## src/rtl/ca_pkg.sv

```systemverilog
// Shared state encoding, derived-size helpers and parameter legality checks
// for the cellular-automaton row writer.
package ca_pkg;

  localparam logic [1:0] ST_IDLE  = 2'd0;
  localparam logic [1:0] ST_ACK   = 2'd1;
  localparam logic [1:0] ST_WRITE = 2'd2;

  typedef enum logic [1:0] {
    IDLE  = ST_IDLE,
    ACK   = ST_ACK,
    WRITE = ST_WRITE
  } state_t;

  function automatic int calc_wpr(input int row_w, input int word_w);
    return row_w / word_w;
  endfunction

  function automatic int calc_addr_w(input int row_w, input int word_w, input int rows);
    return $clog2(rows * (row_w / word_w));
  endfunction

  function automatic int calc_ridx_w(input int rows);
    return $clog2(rows);
  endfunction

  // A one-word row still needs a 1-bit word counter.
  function automatic int calc_widx_w(input int wpr);
    return (wpr > 1) ? $clog2(wpr) : 1;
  endfunction

  function automatic bit params_ok(input int row_w, input int word_w, input int rows);
    return (word_w > 0) && (row_w >= word_w) && (row_w % word_w == 0) && (rows >= 2);
  endfunction

endpackage

```

## src/rtl/ca_row_writer.sv

```systemverilog
// Captures one CA generation per load request and streams it, word by word,
// into a circular frame buffer whose oldest row is reported on top_row.
//
// state | meaning
// IDLE  | waiting for load; ca_row is captured on the edge load is seen
// ACK   | one-cycle ack to the core; first word is staged for the next cycle
// WRITE | presenting words to the frame buffer, holding while fb_ready=0
module ca_row_writer
  import ca_pkg::*;
#(
  parameter int ROW_W  = 512,
  parameter int WORD_W = 32,
  parameter int ROWS   = 512,
  localparam int WPR    = calc_wpr(ROW_W, WORD_W),
  localparam int ADDR_W = calc_addr_w(ROW_W, WORD_W, ROWS),
  localparam int RIDX_W = calc_ridx_w(ROWS),
  localparam int WIDX_W = calc_widx_w(WPR)
) (
  input  logic              clk,
  input  logic              reset,
  input  logic              load,
  input  logic [ROW_W-1:0]  ca_row,
  output logic              ack,
  output logic              fb_we,
  output logic [ADDR_W-1:0] fb_addr,
  output logic [WORD_W-1:0] fb_wdata,
  input  logic              fb_ready,
  output logic [RIDX_W-1:0] top_row,
  output logic              frame_done,
  output logic              busy
);

  if (!params_ok(ROW_W, WORD_W, ROWS)) begin : g_bad_params
    $error("ca_row_writer: ROW_W must be a multiple of WORD_W and ROWS must be >= 2");
  end

  state_t             state;
  logic [ROW_W-1:0]   row_sr;
  logic [WIDX_W-1:0]  word;
  logic [RIDX_W-1:0]  wr_row;
  logic               wrapped;
  logic               last_word;
  logic               row_wrap;
  logic [RIDX_W-1:0]  next_row;

  assign last_word = (word == WIDX_W'(WPR - 1));
  assign row_wrap  = (wr_row == RIDX_W'(ROWS - 1));
  assign next_row  = row_wrap ? '0 : wr_row + RIDX_W'(1);
  assign busy      = (state != IDLE);

  // The shift register always holds the next word to present in its low slice,
  // so the data path needs no variable part-select.
  always_ff @(posedge clk or posedge reset) begin
    if (reset) begin
      state      <= IDLE;
      row_sr     <= '0;
      word       <= '0;
      wr_row     <= '0;
      wrapped    <= 1'b0;
      top_row    <= '0;
      ack        <= 1'b0;
      fb_we      <= 1'b0;
      fb_addr    <= '0;
      fb_wdata   <= '0;
      frame_done <= 1'b0;
    end else begin
      ack        <= 1'b0;
      frame_done <= 1'b0;
      case (state)
        IDLE: begin
          if (load) begin
            row_sr <= ca_row;
            word   <= '0;
            ack    <= 1'b1;
            state  <= ACK;
          end
        end
        ACK: begin
          fb_we    <= 1'b1;
          fb_addr  <= ADDR_W'(wr_row) * ADDR_W'(WPR);
          fb_wdata <= row_sr[WORD_W-1:0];
          row_sr   <= row_sr >> WORD_W;
          state    <= WRITE;
        end
        WRITE: begin
          if (fb_ready) begin
            if (last_word) begin
              fb_we  <= 1'b0;
              state  <= IDLE;
              wr_row <= next_row;
              if (row_wrap) begin
                frame_done <= 1'b1;
                wrapped    <= 1'b1;
              end
              if (row_wrap || wrapped) top_row <= next_row;
            end else begin
              word     <= word + WIDX_W'(1);
              fb_addr  <= fb_addr + ADDR_W'(1);
              fb_wdata <= row_sr[WORD_W-1:0];
              row_sr   <= row_sr >> WORD_W;
            end
          end
        end
        default: state <= IDLE;
      endcase
    end
  end

endmodule

```

## config.mk

```make
export PLATFORM = sky130hd
export DESIGN_NAME = ca_row_writer
export DESIGN_NICKNAME = d
export VERILOG_FILES = /design/src/rtl/ca_pkg.sv /design/src/rtl/ca_row_writer.sv
export SDC_FILE = /design/constraint.sdc
export NUM_CORES = 1
export LEC_CHECK = 0
export CAP_MARGIN = 20
export CORE_AREA = 2 2 288 290
export CTS_CLUSTER_SIZE = 8
export DETAILED_ROUTE_END_ITERATION = 10
export DIE_AREA = 0 0 290 292
export PLACE_DENSITY_LB_ADDON = 0.05
export SYNTH_ARGS = -nofsm -noshare
export SYNTH_HDL_FRONTEND = slang
export SYNTH_SLANG_ARGS = --single-unit
```

## constraint.sdc

```tcl
create_clock -name clk -period 32.1 [get_ports clk]
set_clock_uncertainty 0.05 [all_clocks]
set_input_delay 8.025 -clock clk [delete_from_list [all_inputs] [get_ports clk]]
set_output_delay 8.025 -clock clk [all_outputs]
set_load 0.02 [all_outputs]
```

==> flow_metrics.tcl <==
set metrics [dict create \
    cts_buffers 84 \
    antenna_left 0 \
    power.static_leakage_uw 0.0151 \
    yosysUniqueCellTypes 40 \
    gp_routability_congestion 0.807 \
    clock_tree.htree_level_count 3 \
    total_die_area_um2 84700 \
    coreArea_um2 81600 \
    crit_path_cell_trace "clkdlybuf4s50_1 > nand2_1 > a211oi_4 > buf_12 > buf_4 > buf_4 > mux2_2" \
    nNetsFinal 3042 \
    floorplan.rows 105 \
    timing.setup.critical_path_class "in -> reg" \
    post_route_non_filler_standard_cell_count 3630 \
    route.detailed.drc 0 \
    worstSetupStartpointType "primary input" \
    layout-area-overhead-vs-synth_pct 31.9 \
    top_ff_cell_synth "sky130_fd_sc_hd__dfrtp_1" \
    report.power.total_uw 4200 \
    critical-path-slowest-cell "sky130_fd_sc_hd__buf_4" \
    routed_wire_length_per_instance_um 23.0 \
    design.portCount 574 \
    final_min_period_over_clock_period_pct 36.9 \
    grt_start_max_net_pins 178 \
    timing.fmax_mhz 84.4 \
    portBuffers 573 \
    fin_util_pct 45.7 \
    cts.sink_count 585 \
    grt_usage_pct 19.6 \
    synthesis.yosys.warnings 0 \
    cts_resized 0 \
    synthDominantCellAreaShare_pct 51.8 \
    worst_ep_arrival_time_ps 12300 \
    critPathMaxStageDelay_ps 910 \
    layout.cells.most_common "sky130_fd_sc_hd__mux2_2" \
    fp.dieW_um 290 \
    synth_area_per_cell_um2 14.3 \
    height_of_the_die_um 292 \
    final_layout_size_suffix_gt1_share_pct 45.4 \
    syn-cell-area_um2 28300 \
    worst_slew_pin_slew_ps 1100 \
    place_inst 3499 \
    yosysTopAreaCell "sky130_fd_sc_hd__dfrtp_1" \
    timing.final.max_slew_violations 0 \
    synth-seq-cells 585 \
    synth.yosys.seq_area_share_pct 51.8 \
    nets_in_the_synthesized_netlist 2496 \
    post-dp-hpwl_um 59900 \
    timing.critical_path.required_ps 32550 \
    hold_path.class "reg -> reg" \
    timing_hold_violations_final 0 \
    grt_pass1_vias 19295 \
    total_routed_length_um 83600 \
    start_util_pct 34.6 \
    max-clock-path-buffers 3 \
    status "finished clean" \
    grt_pass1_wl_um 125000 \
    netlist_instances 1971 \
    grt_antenna_before_repair 57 \
    dr.pass1.iters 4 \
    vias 17614 \
    cp_max_fanout 170 \
    slew-limit-headroom_pct 26.9 \
    most-common-layout-cells "sky130_fd_sc_hd__mux2_2, sky130_fd_sc_hd__dfrtp_1, sky130_fd_sc_hd__clkdlybuf4s50_1, sky130_fd_sc_hd__clkbuf_16, sky130_fd_sc_hd__nor2b_1" \
    max_cap_violations 0 \
    post-cts-setup-buffer-count 0 \
    end_kind "flop" \
    tritoncts "yes" \
    fillerInstances 7338 \
    setup_viol_count_final 0 \
    path_clk_slew_ps 50 \
    final_worst_path_period_need_ps 11850 \
    final_tns_setup_ps 0 \
    grt-ovfl-total 0 \
    detailedRoute.firstIterationViolations 594 \
    peakVddDrop_uv 127 \
    synth_enable_flop_cells 0 \
    power_density_nw_per_um2 113 \
    synthArstFlopShare_pct 100 \
    insertion_delay_ps 630 \
    critical-path-top-cell-by-count "sky130_fd_sc_hd__buf_4" \
    ctsHoldBuffers 0 \
    rsz0062_at_grt "false" \
    root_buffer "sky130_fd_sc_hd__clkbuf_16" \
    hold_slack_ps 446 \
    routed_via_density 4.85 \
    ys_top_cells_by_area "sky130_fd_sc_hd__dfrtp_1, sky130_fd_sc_hd__mux2_2, sky130_fd_sc_hd__buf_4" \
]
==> final timing paths <==
| check | startpoint | endpoint | slack [ps] | depth (start not counted) |
|---|---|---|---|---|
| worst max-delay path | fb_ready | row_sr[253]$_DFFE_PP0P_ | 20250 | 7 |
| worst max register to register | state[0]$_DFFE_PP0P_ | row_sr[160]$_DFFE_PP0P_ | 27320 | 7 |
| worst min register to register | row_sr[400]$_DFFE_PP0P_ | row_sr[400]$_DFFE_PP0P_ | 450 | 1 |
| min in group asynchronous | reset | row_sr[505]$_DFFE_PP0P_ | 7800 | 2 |
| worst min-delay path | row_sr[400]$_DFFE_PP0P_ | row_sr[400]$_DFFE_PP0P_ | 450 | 1 |
| max in group asynchronous | reset | row_sr[325]$_DFFE_PP0P_ | 21740 | 5 |
==> area by class of cell <==
type                       instances  area, um2  share of cell area (%)
antenna                           30       75.1                   0.201
clock buffer                      92       2170                    5.83
clock inverter                     7        116                   0.312
inverter                          11       48.8                   0.131
multi-input combinational       1243      12900                    34.6
sequential                       585      14600                    39.3
tap                             1070       1340                    3.59
timing repair buffer             592       5980                    16.0
==> cell families after synthesis <==
group                      count (synthesis)  synth area share [%]
DFF                                      585                  51.8
AOI/OAI and AO/OA                         66                  1.54
xor gates and xnor gates                   9                 0.279
adders and majority gates                  9                 0.398
and+or+nand+nor                          129                  2.37
buffers and inverters                    143                  2.59
muxes                                   1030                  41.0
==> cell usage after synthesis, types with 3 or more instances <==
| library cell | instances |
|---|---|
| sky130_fd_sc_hd__dfrtp_1 | 585 |
| sky130_fd_sc_hd__a31oi_1 | 4 |
| sky130_fd_sc_hd__clkbuf_1 | 69 |
| sky130_fd_sc_hd__mux2_2 | 1027 |
| sky130_fd_sc_hd__buf_4 | 48 |
| sky130_fd_sc_hd__and3_1 | 4 |
| sky130_fd_sc_hd__nand4_1 | 3 |
| sky130_fd_sc_hd__mux2i_1 | 3 |
| sky130_fd_sc_hd__inv_1 | 11 |
| sky130_fd_sc_hd__nand3_1 | 21 |
| sky130_fd_sc_hd__nor2b_1 | 35 |
| sky130_fd_sc_hd__a311oi_1 | 4 |
| sky130_fd_sc_hd__o311ai_0 | 3 |
| sky130_fd_sc_hd__o31ai_1 | 12 |
| sky130_fd_sc_hd__nor3_1 | 10 |
| sky130_fd_sc_hd__a21oi_1 | 7 |
| sky130_fd_sc_hd__xnor2_1 | 7 |
| sky130_fd_sc_hd__ha_1 | 9 |
| sky130_fd_sc_hd__nand2_1 | 17 |
| sky130_fd_sc_hd__nor2_1 | 25 |
| sky130_fd_sc_hd__or2_2 | 4 |
| sky130_fd_sc_hd__buf_2 | 13 |
| sky130_fd_sc_hd__o21ai_0 | 25 |
==> per-layer routing <==
| metal | up-vias | wire length [um] | share of wire, % | GRT usage [%] |
|---|---|---|---|---|
| met4 | 52 | 2350 | 2.8 | 6.66 |
| li1 | 8235 | - | - | - |
| met3 | 157 | 5480 | 6.5 | 6.55 |
| met1 | 8748 | 34800 | 42 | 23.9 |
| met5 | - | 310 | 0.37 | 0 |
| met2 | 422 | 40700 | 49 | 32.4 |
==> power by group <==
| group | internal (uW) | leakage (uW) | switching (uW) | total (uW) |
|---|---|---|---|---|
| sequential | 1130 | 0.00698 | 209 | 1340 |
| clock | 475 | 0.00112 | 329 | 804 |
| combinational | 1240 | 0.00698 | 824 | 2060 |
==> flip-flops by register name, indices dropped and copies added, names as in the netlist <==
register and count:
row_sr 512, fb_wdata 32, fb_addr 13, top_row 9
wr_row 9, word 4, state 2, ack 1
fb_we 1, frame_done 1, wrapped 1
==> critical path: cells and delay by family <==
| family | cells | cell delay [ps] |
|---|---|---|
| multiplexers | 1 | 420 |
| AND/OR/NAND/NOR | 1 | 240 |
| buffers and inverters | 4 | 3010 |
| AO/OA/AOI/OAI | 1 | 330 |
==> stage by stage <==
stage                     area [um2]  setup slack, ps
final                          37300            20250
after global routing           37300            19920
after floorplan                28300             7660
after global placement         34900            19600
after CTS                      37200            20220
after detailed placement       34900            19550
Note: power is estimated with default switching activity, not from simulation.
